==> src/rtl/wb_master_if.sv <==
// Command/response handshake and Wishbone bus bundle for wb_master.
// The master modport is the wb_master side; slave is the requester/bus environment.
interface wb_master_if;
  logic        cmd_valid;
  logic        cmd_ready;
  logic        cmd_we;
  logic [31:0] cmd_addr;
  logic [31:0] cmd_wdata;
  logic        rsp_valid;
  logic        rsp_ready;
  logic [31:0] rsp_rdata;
  logic        rsp_err;
  logic        wb_cyc;
  logic        wb_stb;
  logic        wb_we;
  logic [31:0] wb_addr;
  logic [31:0] wb_data_o;
  logic [31:0] wb_data_i;
  logic        wb_ack;

  modport master (
    input  cmd_valid, cmd_we, cmd_addr, cmd_wdata, rsp_ready, wb_data_i, wb_ack,
    output cmd_ready, rsp_valid, rsp_rdata, rsp_err,
           wb_cyc, wb_stb, wb_we, wb_addr, wb_data_o
  );

  modport slave (
    output cmd_valid, cmd_we, cmd_addr, cmd_wdata, rsp_ready, wb_data_i, wb_ack,
    input  cmd_ready, rsp_valid, rsp_rdata, rsp_err,
           wb_cyc, wb_stb, wb_we, wb_addr, wb_data_o
  );
endinterface

==> src/rtl/wb_master.sv <==
// Single-outstanding Wishbone master bridging a valid/ready command/response port.
// Optional bus timeout abort enabled by defining WB_MASTER_TIMEOUT_EN.
module wb_master #(
  parameter int unsigned TIMEOUT_CYCLES = 16
) (
  input logic        clk,
  input logic        rst_n,
  wb_master_if.master bus
);

  typedef enum logic [1:0] {IDLE, BUS, RESP} state_t;

  state_t      state_q, state_d;
  logic        cyc_q, cyc_d;
  logic        we_q, we_d;
  logic [31:0] addr_q, addr_d;
  logic [31:0] data_q, data_d;
  logic        rsp_valid_q, rsp_valid_d;
  logic [31:0] rdata_q, rdata_d;

  if (TIMEOUT_CYCLES < 2 || TIMEOUT_CYCLES > 255) begin : g_bad_timeout
    $error("wb_master: TIMEOUT_CYCLES must be within 2..255");
  end

`ifdef WB_MASTER_TIMEOUT_EN
  localparam logic [7:0] CNT_LAST = 8'(TIMEOUT_CYCLES - 1);
  logic [7:0] cnt_q, cnt_d;
  logic       err_q, err_d;
`endif

  always_comb begin
    state_d     = state_q;
    cyc_d       = cyc_q;
    we_d        = we_q;
    addr_d      = addr_q;
    data_d      = data_q;
    rsp_valid_d = rsp_valid_q;
    rdata_d     = rdata_q;
`ifdef WB_MASTER_TIMEOUT_EN
    cnt_d       = cnt_q;
    err_d       = err_q;
`endif
    case (state_q)
      IDLE: begin
        if (bus.cmd_valid) begin
          state_d = BUS;
          cyc_d   = 1'b1;
          we_d    = bus.cmd_we;
          addr_d  = bus.cmd_addr;
          data_d  = bus.cmd_wdata;
`ifdef WB_MASTER_TIMEOUT_EN
          cnt_d   = '0;
`endif
        end
      end
      BUS: begin
        // An ack on the timeout edge takes priority over the abort.
        if (bus.wb_ack) begin
          state_d     = RESP;
          cyc_d       = 1'b0;
          rsp_valid_d = 1'b1;
          rdata_d     = we_q ? '0 : bus.wb_data_i;
`ifdef WB_MASTER_TIMEOUT_EN
          err_d       = 1'b0;
        end else if (cnt_q == CNT_LAST) begin
          state_d     = RESP;
          cyc_d       = 1'b0;
          rsp_valid_d = 1'b1;
          rdata_d     = '0;
          err_d       = 1'b1;
        end else begin
          cnt_d       = cnt_q + 8'd1;
`endif
        end
      end
      RESP: begin
        if (bus.rsp_ready) begin
          state_d     = IDLE;
          rsp_valid_d = 1'b0;
        end
      end
      default: state_d = IDLE;
    endcase
  end

  always_ff @(posedge clk or negedge rst_n) begin
    if (!rst_n) begin
      state_q     <= IDLE;
      cyc_q       <= 1'b0;
      we_q        <= 1'b0;
      addr_q      <= '0;
      data_q      <= '0;
      rsp_valid_q <= 1'b0;
      rdata_q     <= '0;
    end else begin
      state_q     <= state_d;
      cyc_q       <= cyc_d;
      we_q        <= we_d;
      addr_q      <= addr_d;
      data_q      <= data_d;
      rsp_valid_q <= rsp_valid_d;
      rdata_q     <= rdata_d;
    end
  end

`ifdef WB_MASTER_TIMEOUT_EN
  always_ff @(posedge clk or negedge rst_n) begin
    if (!rst_n) begin
      cnt_q <= '0;
      err_q <= 1'b0;
    end else begin
      cnt_q <= cnt_d;
      err_q <= err_d;
    end
  end

  assign bus.rsp_err = err_q;
`else
  assign bus.rsp_err = 1'b0;
`endif

  assign bus.cmd_ready = (state_q == IDLE);
  assign bus.rsp_valid = rsp_valid_q;
  assign bus.rsp_rdata = rdata_q;
  assign bus.wb_cyc    = cyc_q;
  assign bus.wb_stb    = cyc_q;
  assign bus.wb_we     = we_q;
  assign bus.wb_addr   = addr_q;
  assign bus.wb_data_o = data_q;

endmodule

==> src/flat_wrapper.sv <==
// flat-port wrapper written by rule: the top's interface ports become plain ports
module wb_master_flat 
#(
  parameter int unsigned TIMEOUT_CYCLES = 16
)
  (clk, rst_n, bus_cmd_valid, bus_cmd_we, bus_cmd_addr, bus_cmd_wdata, bus_rsp_ready, bus_wb_data_i, bus_wb_ack, bus_cmd_ready, bus_rsp_valid, bus_rsp_rdata, bus_rsp_err, bus_wb_cyc, bus_wb_stb, bus_wb_we, bus_wb_addr, bus_wb_data_o);
  wb_master_if bus_i ();
  input logic clk;
  input logic rst_n;
  input wire logic [$bits(bus_i.cmd_valid)-1:0] bus_cmd_valid;
  input wire logic [$bits(bus_i.cmd_we)-1:0] bus_cmd_we;
  input wire logic [$bits(bus_i.cmd_addr)-1:0] bus_cmd_addr;
  input wire logic [$bits(bus_i.cmd_wdata)-1:0] bus_cmd_wdata;
  input wire logic [$bits(bus_i.rsp_ready)-1:0] bus_rsp_ready;
  input wire logic [$bits(bus_i.wb_data_i)-1:0] bus_wb_data_i;
  input wire logic [$bits(bus_i.wb_ack)-1:0] bus_wb_ack;
  output wire logic [$bits(bus_i.cmd_ready)-1:0] bus_cmd_ready;
  output wire logic [$bits(bus_i.rsp_valid)-1:0] bus_rsp_valid;
  output wire logic [$bits(bus_i.rsp_rdata)-1:0] bus_rsp_rdata;
  output wire logic [$bits(bus_i.rsp_err)-1:0] bus_rsp_err;
  output wire logic [$bits(bus_i.wb_cyc)-1:0] bus_wb_cyc;
  output wire logic [$bits(bus_i.wb_stb)-1:0] bus_wb_stb;
  output wire logic [$bits(bus_i.wb_we)-1:0] bus_wb_we;
  output wire logic [$bits(bus_i.wb_addr)-1:0] bus_wb_addr;
  output wire logic [$bits(bus_i.wb_data_o)-1:0] bus_wb_data_o;
  assign bus_i.cmd_valid = bus_cmd_valid;
  assign bus_i.cmd_we = bus_cmd_we;
  assign bus_i.cmd_addr = bus_cmd_addr;
  assign bus_i.cmd_wdata = bus_cmd_wdata;
  assign bus_i.rsp_ready = bus_rsp_ready;
  assign bus_i.wb_data_i = bus_wb_data_i;
  assign bus_i.wb_ack = bus_wb_ack;
  assign bus_cmd_ready = bus_i.cmd_ready;
  assign bus_rsp_valid = bus_i.rsp_valid;
  assign bus_rsp_rdata = bus_i.rsp_rdata;
  assign bus_rsp_err = bus_i.rsp_err;
  assign bus_wb_cyc = bus_i.wb_cyc;
  assign bus_wb_stb = bus_i.wb_stb;
  assign bus_wb_we = bus_i.wb_we;
  assign bus_wb_addr = bus_i.wb_addr;
  assign bus_wb_data_o = bus_i.wb_data_o;
  wb_master #(.TIMEOUT_CYCLES(TIMEOUT_CYCLES)) u_core (.clk(clk), .rst_n(rst_n), .bus(bus_i));
endmodule
==> config.mk <==
export PLATFORM = sky130hd
export DESIGN_NAME = wb_master_flat
export DESIGN_NICKNAME = d
export VERILOG_FILES = /design/src/rtl/wb_master_if.sv /design/src/rtl/wb_master.sv /design/src/flat_wrapper.sv
export SDC_FILE = /design/constraint.sdc
export NUM_CORES = 1
export LEC_CHECK = 0
export BUFFER_PORTS_ARGS = -buffer_cell sky130_fd_sc_hd__buf_2
export CORE_ASPECT_RATIO = 0.6
export CORE_MARGIN = 1
export CORE_UTILIZATION = 41
export CTS_BUF_LIST = sky130_fd_sc_hd__clkbuf_4
export DETAILED_ROUTE_END_ITERATION = 8
export PLACE_DENSITY = 0.72
export SYNTH_ARGS = -nofsm -noshare
export SYNTH_HDL_FRONTEND = slang
export SYNTH_SLANG_ARGS = --single-unit
==> constraint.sdc <==
create_clock -name clk -period 1.8 [get_ports clk]
set_clock_uncertainty 0.1 [all_clocks]
set_input_delay 0.09 -clock clk [delete_from_list [all_inputs] [get_ports clk]]
set_output_delay 0.09 -clock clk [all_outputs]
set_load 0.01 [all_outputs]
==> results of run 1 <==
## flip-flops by register name, summed over array words and instances, names as in the netlist
| signal | count |
|---|---|
| u_core.bus.wb_cyc | 1 |
| u_core.bus.rsp_valid | 1 |
| u_core.bus.wb_addr | 32 |
| u_core.state_q | 2 |
| u_core.bus.wb_we | 1 |
| u_core.bus.rsp_rdata | 32 |
| u_core.bus.wb_data_o | 32 |
## worst max-delay path: cells and delay by family (launching register included)
kind / cells / cell delay, ns
mux: 1 / 0.33
flops: 1 / 0.48
simple gates: 2 / 0.40
buf+inv: 1 / 0.24
## metrics by stage
| step | setup slack, ns | std cells | utilization (%) |
|---|---|---|---|
| after floorplan | 0.232 | 297 | - |
| after global placement | 0.203 | 622 | 53.6 |
| after detailed placement | 0.159 | 622 | 53.6 |
| after CTS | 0.0503 | 740 | 65.3 |
| after global routing | 0.0926 | 740 | 65.3 |
| final | 0.132 | 740 | 65.3 |
## kinds of logic after synthesis
family	Yosys count	share of synthesized area [%]
simple gates	70	8.44
flops	101	60.3
compound gates	39	4.77
other cells	1	0.0894
buf+inv	21	4.50
mux	65	21.9
## layout make-up
class | count | area [um2]
fill | 721 | 3440
clock buffer | 11 | 82.6
timing repair buffer | 312 | 2160
clock inverter | 4 | 50.0
tap | 135 | 169
multi-input combinational | 175 | 1480
inverter | 2 | 7.51
sequential | 101 | 2530
## layer usage
| metal | vias to the layer above | GRT usage (%) | wire [um] |
|---|---|---|---|
| met3 | 17 | 8.40 | 906 |
| li1 | 1600 | - | - |
| met5 | - | 0 | 0 |
| met1 | 1607 | 28.3 | 4950 |
| met2 | 148 | 36.9 | 5380 |
| met4 | 0 | 8.28 | 221 |
## path summary, 6_finish.rpt
| path | end | slack [ns] |
|---|---|---|
| worst min register to register | u_core.bus.rsp_rdata[4] | 0.39 |
| worst min-delay path | u_core.state_q[1] | 0.30 |
| max in group asynchronous | u_core.bus.rsp_valid | 0.41 |
| worst max-delay path | u_core.bus.wb_addr[7] | 0.13 |
| min in group asynchronous | u_core.bus.wb_addr[14] | 0.52 |
| worst max register to register | u_core.bus.wb_addr[7] | 0.13 |
## timing repair
item	in CTS	in global routing
setup endpoints to repair	1	25
hold buffers	103	1
cloned	0	0
gates resized for setup	1	0
endpoints found under the hold margin	202	25
## cells in the final DEF, fill, tap and decap left out
master	synthesis	layout
and2_4	1	1
mux2_4	50	50
buf_4	2	3
dfrtp_2	0	1
a21oi_1	3	3
clkinvlp_4	0	1
o21ai_0	34	34
buf_12	6	5
clkinv_1	0	1
dlygate4sd3_1	0	103
buf_2	4	201
clkinv_4	0	1
clkbuf_4	0	11
mux2_2	15	15
inv_1	2	2
nand2b_1	32	32
bufinv_16	0	1
nor2_2	1	1
o31ai_1	1	1
nor2_1	2	2
a211oi_1	1	1
nand3b_1	1	1
nand2_1	33	33
conb_1	1	1
dfrtp_1	101	100
## power groups by stage
| stage | clock (mW) | combinational, mW | sequential (mW) |
|---|---|---|---|
| floorplan | 0 | 2.28 | 4.41 |
| global placement | 0 | 4.06 | 3.98 |
| detailed placement | 0 | 4.20 | 4.01 |
| CTS | 1.22 | 4.38 | 3.99 |
| global route | 1.32 | 4.77 | 4.17 |
| finish | 1.16 | 4.42 | 4.03 |
==> flow_summary.toml, run 1 <==
[clock_network]
cts_buffer_depth = 2
clk_latency_ns = 0.43
cts_tree = "yes"
numCtsBuffers = 9
htree_num_levels = 3
path_clk_slew_ns = 0.14
cts_setup_buffers = 0
cts_root_buf = "clkbuf_4"
cts.sinks = 101

[pwr]
ir_drop_v = 0.000956
net-switching-power_mw = 3.38
p_leak_nw = 3.25
comb_power_share_pct = 46.0
p_total_mw = 9.61
internal_power_mw = 6.23
p_seq_share_pct = 41.9
pwr-share-clk_pct = 12.1
power_density_nw_per_um2 = 1480
switching_share_pct = 35.2

[timing]
fmax_mhz = 600
tns_ns = 0
hold_ws_ns = 0.301
final.min_clock_period_ns = 1.67
setup_viol = 0
finalCritPeriodShare_pct = 92.6
slew_viol_final = 0
grt_setup_unrepaired = "no"
final_hold_viol_count = 0

[grt]
grt_use_total_pct = 22.9
grt_max_degree = 66
overflow = 0
antenna_found_initial = 0
grt_pass1_wl_um = 18500
grt_pass1_vias = 3460

[setup_path]
path_max_fanout = 25
max_stage_delay_ns = 0.48
cp-start-kind = "flop"
slowest_stage = "dfrtp_1"
arrival_ns = 1.89
crit_path_end_kind = "flop"
reg2reg_depth = 4
setup.worst_path.start = "u_core.state_q[0]"
reg2reg_from = "u_core.state_q[0]"
crit_chain = "nor2_2 -> and2_4 -> buf_12 -> mux2_4"
crit_type = "reg -> reg"
crit_required_ns = 2.03

[hold_path]
hold_path_class = "in -> reg"
hold_depth = 3
hold_start = "bus_rsp_ready"

[placement]
io_buffers = 202
dp_hpwl_um = 6760
gp_congestion = 0.785
place_area_um2 = 5310

[floorplan]
die_x_um = 133
die_area_um2 = 10700
core_um2 = 9910
rows = 28
start_util_pct = 42.3
die_y_um = 80.3
ios = 204

[finish]
drive_gt1_share_pct = 48.1
syn_to_final_growth_pct = 54.4
antenna_cells = 0
layout.nets = 703
final_area_um2 = 6470

[route]
drt_pass1_iterations = 4
route.vias.total = 3372
wl_per_cell_um = 15.5
vias_per_cell = 4.56
drt_iter0_drc = 127
postRouteWirelength_um = 11500
drc = 0
detail-route-antenna-nets = 0

[run]
maxCapViolCount = 0

[synthesis]
async_flop_share_pct = 100
yosys.area.top_type = "dfrtp_1"
syn-num-nets = 399
synth_top_area_share_pct = 60.3
synthTopCellsByArea = "dfrtp_1 60%, mux2_4 18%, nand2b_1 4.8%"
yosysMostFrequentCell = "dfrtp_1"
synth_seq_cells = 101
ys_seq_area_share_pct = 60.3
avgSynthCellArea_um2 = 14.1
yosys_warnings = 0
netlist_area_um2 = 4190
synth-edff-count = 0
ys.flop_type = "dfrtp_1"
yosys-top-cells-count = "101 x dfrtp_1, 50 x mux2_4, 34 x o21ai_0"
syn-instance-count = 297
ys_types = 20

[run_status]
status = "completed"
No activity file was read; power rests on OpenSTA's default activity.
==> inputs of run 2 (changes only) <==
--- a/config.mk
+++ b/config.mk
@@ -8,10 +8,11 @@
 export BUFFER_PORTS_ARGS = -buffer_cell sky130_fd_sc_hd__buf_2
 export CORE_ASPECT_RATIO = 0.6
 export CORE_MARGIN = 1
-export CORE_UTILIZATION = 41
+export CORE_UTILIZATION = 45
 export CTS_BUF_LIST = sky130_fd_sc_hd__clkbuf_4
 export DETAILED_ROUTE_END_ITERATION = 8
-export PLACE_DENSITY = 0.72
+export GPL_TIMING_DRIVEN = 0
+export PLACE_DENSITY = 0.78
 export SYNTH_ARGS = -nofsm -noshare
 export SYNTH_HDL_FRONTEND = slang
 export SYNTH_SLANG_ARGS = --single-unit
==> run 2 against run 1 <==
  * Largest power group unchanged
  * Via count increased by 3.3%
  * Register-to-register slack about the same
  * Die area decreased by 8.7%
  * Non-clock buffer count increased by 12
  * Maximum frequency increased by 0.62%
  * Critical path depth increased by 1
  * Core utilization increased by 9.4 points
  * First-iteration DRC count increased by 5.5%
  * Cell count decreased by 1.4%
  * Sequential cell count unchanged
  * Sequential power decreased by 2%
  * Worst setup slack improved by 0.010 ns
==> flow_summary.toml, run 2 (same netlist as run 1, synthesis figures left out) <==
[placement]
placedCellCount = 612
io_buffers = 202
pre_cts_ws_ns = 0.197
dp_hpwl_um = 7160
place_area_um2 = 5380
gp_congestion = 0.780

[clock_network]
cts_buffer_depth = 2
htree_num_levels = 3
cts_root_buf = "clkbuf_4"
numCtsBuffers = 9
cts.sinks = 101
cts_tree = "yes"
path_clk_slew_ns = 0.17
clk_latency_ns = 0.46

[route]
detail-route-antenna-nets = 0
wl_per_cell_um = 16.5
vias_per_cell = 4.77
drc = 0
drt_iter0_drc = 134
route.vias.total = 3482
drt_pass1_iterations = 4
postRouteWirelength_um = 12100

[grt]
grt_use_total_pct = 25.9
grt_pass1_vias = 3877
grt_pass1_wl_um = 19400
antenna_found_initial = 0
grt_max_degree = 53
overflow = 0

[setup_path]
max_stage_delay_ns = 0.49
ff2ff_setup_slack_ns = 0.14
reg2reg_depth = 5
reg2reg_from = "u_core.state_q[0]"
crit_type = "reg -> reg"
crit_chain = "nand3b_1 -> buf_2 -> clkbuf_1 -> nand2_1 -> o21ai_0"
cp-start-kind = "flop"
r2r_end = "u_core.bus.rsp_rdata[29]"
arrival_ns = 1.93
crit_family = "buffers and inverters"
path_max_fanout = 10
crit_path_end_kind = "flop"
slowest_stage = "dfrtp_1"
worst-path-buf-inv = 2
crit_required_ns = 2.08

[finish]
final_area_um2 = 6570
layout.nets = 715
antenna_cells = 0
drive_gt1_share_pct = 48.2
fin_util_pct = 74.8
final_cell_mix = "205 x buf_2, 102 x dlygate4sd3_1, 101 x dfrtp_1, 50 x mux2_4, 34 x o21ai_0"
syn_to_final_growth_pct = 56.6
fillers = 569
layout_commonest_cell = "buf_2"
final_cells = 730

[pwr]
p_total_mw = 10.0
p_leak_nw = 3.30
p_seq_share_pct = 39.6
ir_drop_v = 0.000783
power_density_nw_per_um2 = 1530
net-switching-power_mw = 3.55
pwr-share-clk_pct = 13.8
comb_power_share_pct = 46.6
internal_power_mw = 6.47
switching_share_pct = 35.4

[hold_path]
hold_path_class = "in -> async"

[floorplan]
die_area_um2 = 9720
rows = 26
ios = 204
die_y_um = 76.8
start_util_pct = 47.7
die_x_um = 127
core_um2 = 8780

[timing]
setup_viol = 0
tns_ns = 0
worst_slack_ns = 0.143
finalCritPeriodShare_pct = 92.1
final_hold_viol_count = 0
fmax_mhz = 603
slew_viol_final = 0
tightest_slew_ns = 0.669
hold_ws_ns = 0.131
slew_headroom_pct = 55.4
grt_setup_unrepaired = "no"
final.min_clock_period_ns = 1.66

[run]
maxCapViolCount = 0

[run_status]
status = "completed"
run 2: cell count changes in the layout (fill, tap and decap cells not counted):
cell | before | now
buf_1 | 0 | 1
buf_12 | 5 | 6
buf_16 | 0 | 1
buf_2 | 201 | 205
bufinv_16 | 1 | 2
clkbuf_1 | 0 | 6
clkbuf_4 | 11 | 9
clkinv_1 | 1 | 0
dfrtp_1 | 100 | 101
dfrtp_2 | 1 | 0
dlygate4sd3_1 | 103 | 102
inv_6 | 0 | 3
run 2: routing by layer:
metal / up-vias / part of all wire [%] / track usage [%]
met3: 32 / 6.3 / 7.54
met1: 1681 / 41 / 29.6
met5: - / 0 / 0
met2: 146 / 50 / 45.8
met4: 0 / 3.0 / 10.5
li1: 1623 / - / -
run 2: worst reg2reg max path, delay by kind of cell (launching register included):
kind	cells	cell delay, ns
buf+inv	2	0.61
flops	1	0.49
simple gates	2	0.26
compound gates	1	0.12
run 2: power groups by stage:
| stage | Clock, mW | Sequential, mW | Combinational, mW |
|---|---|---|---|
| 2_1_floorplan | 0 | 4.41 | 2.28 |
| 6_report | 1.38 | 3.96 | 4.67 |
| 4_1_cts | 1.42 | 3.93 | 4.61 |
| 5_1_grt | 1.51 | 4.09 | 5.01 |
| 3_3_place_gp | 0 | 3.90 | 4.32 |
| 3_5_place_dp | 0 | 3.95 | 4.42 |
run 2: worst max path at each step:
stage / depth (start not counted) / to / slack, ns / startpoint
floorplan: 5 / u_core.bus.wb_addr[0] / 0.23 / u_core.state_q[0]
global placement: 1 / u_core.bus.wb_addr[0] / -0.44 / rst_n
detailed placement: 5 / u_core.bus.wb_data_o[23] / 0.20 / u_core.state_q[0]
CTS: 5 / u_core.bus.wb_data_o[19] / 0.17 / u_core.state_q[0]
global route: 5 / u_core.bus.rsp_rdata[29] / 0.06 / u_core.state_q[1]
finish: 5 / u_core.bus.rsp_rdata[29] / 0.14 / u_core.state_q[0]
run 2: area by class of cell:
cell class	instances	area, um2	area share [%]
buffer	19	181	2.76
clock buffer	9	67.6	1.03
clock inverter	7	103	1.56
inverter	2	7.51	0.114
multi-input combinational	175	1480	22.5
sequential	101	2530	38.5
tap	112	140	2.13
timing repair buffer	305	2060	31.4
run 2: repair_timing:
item                                    CTS  global route
hold buffers                            102             0
endpoints found under the setup margin    0             0
hold endpoints to repair                152             0
buffers inserted                          0             0
gates resized for setup                   0             0
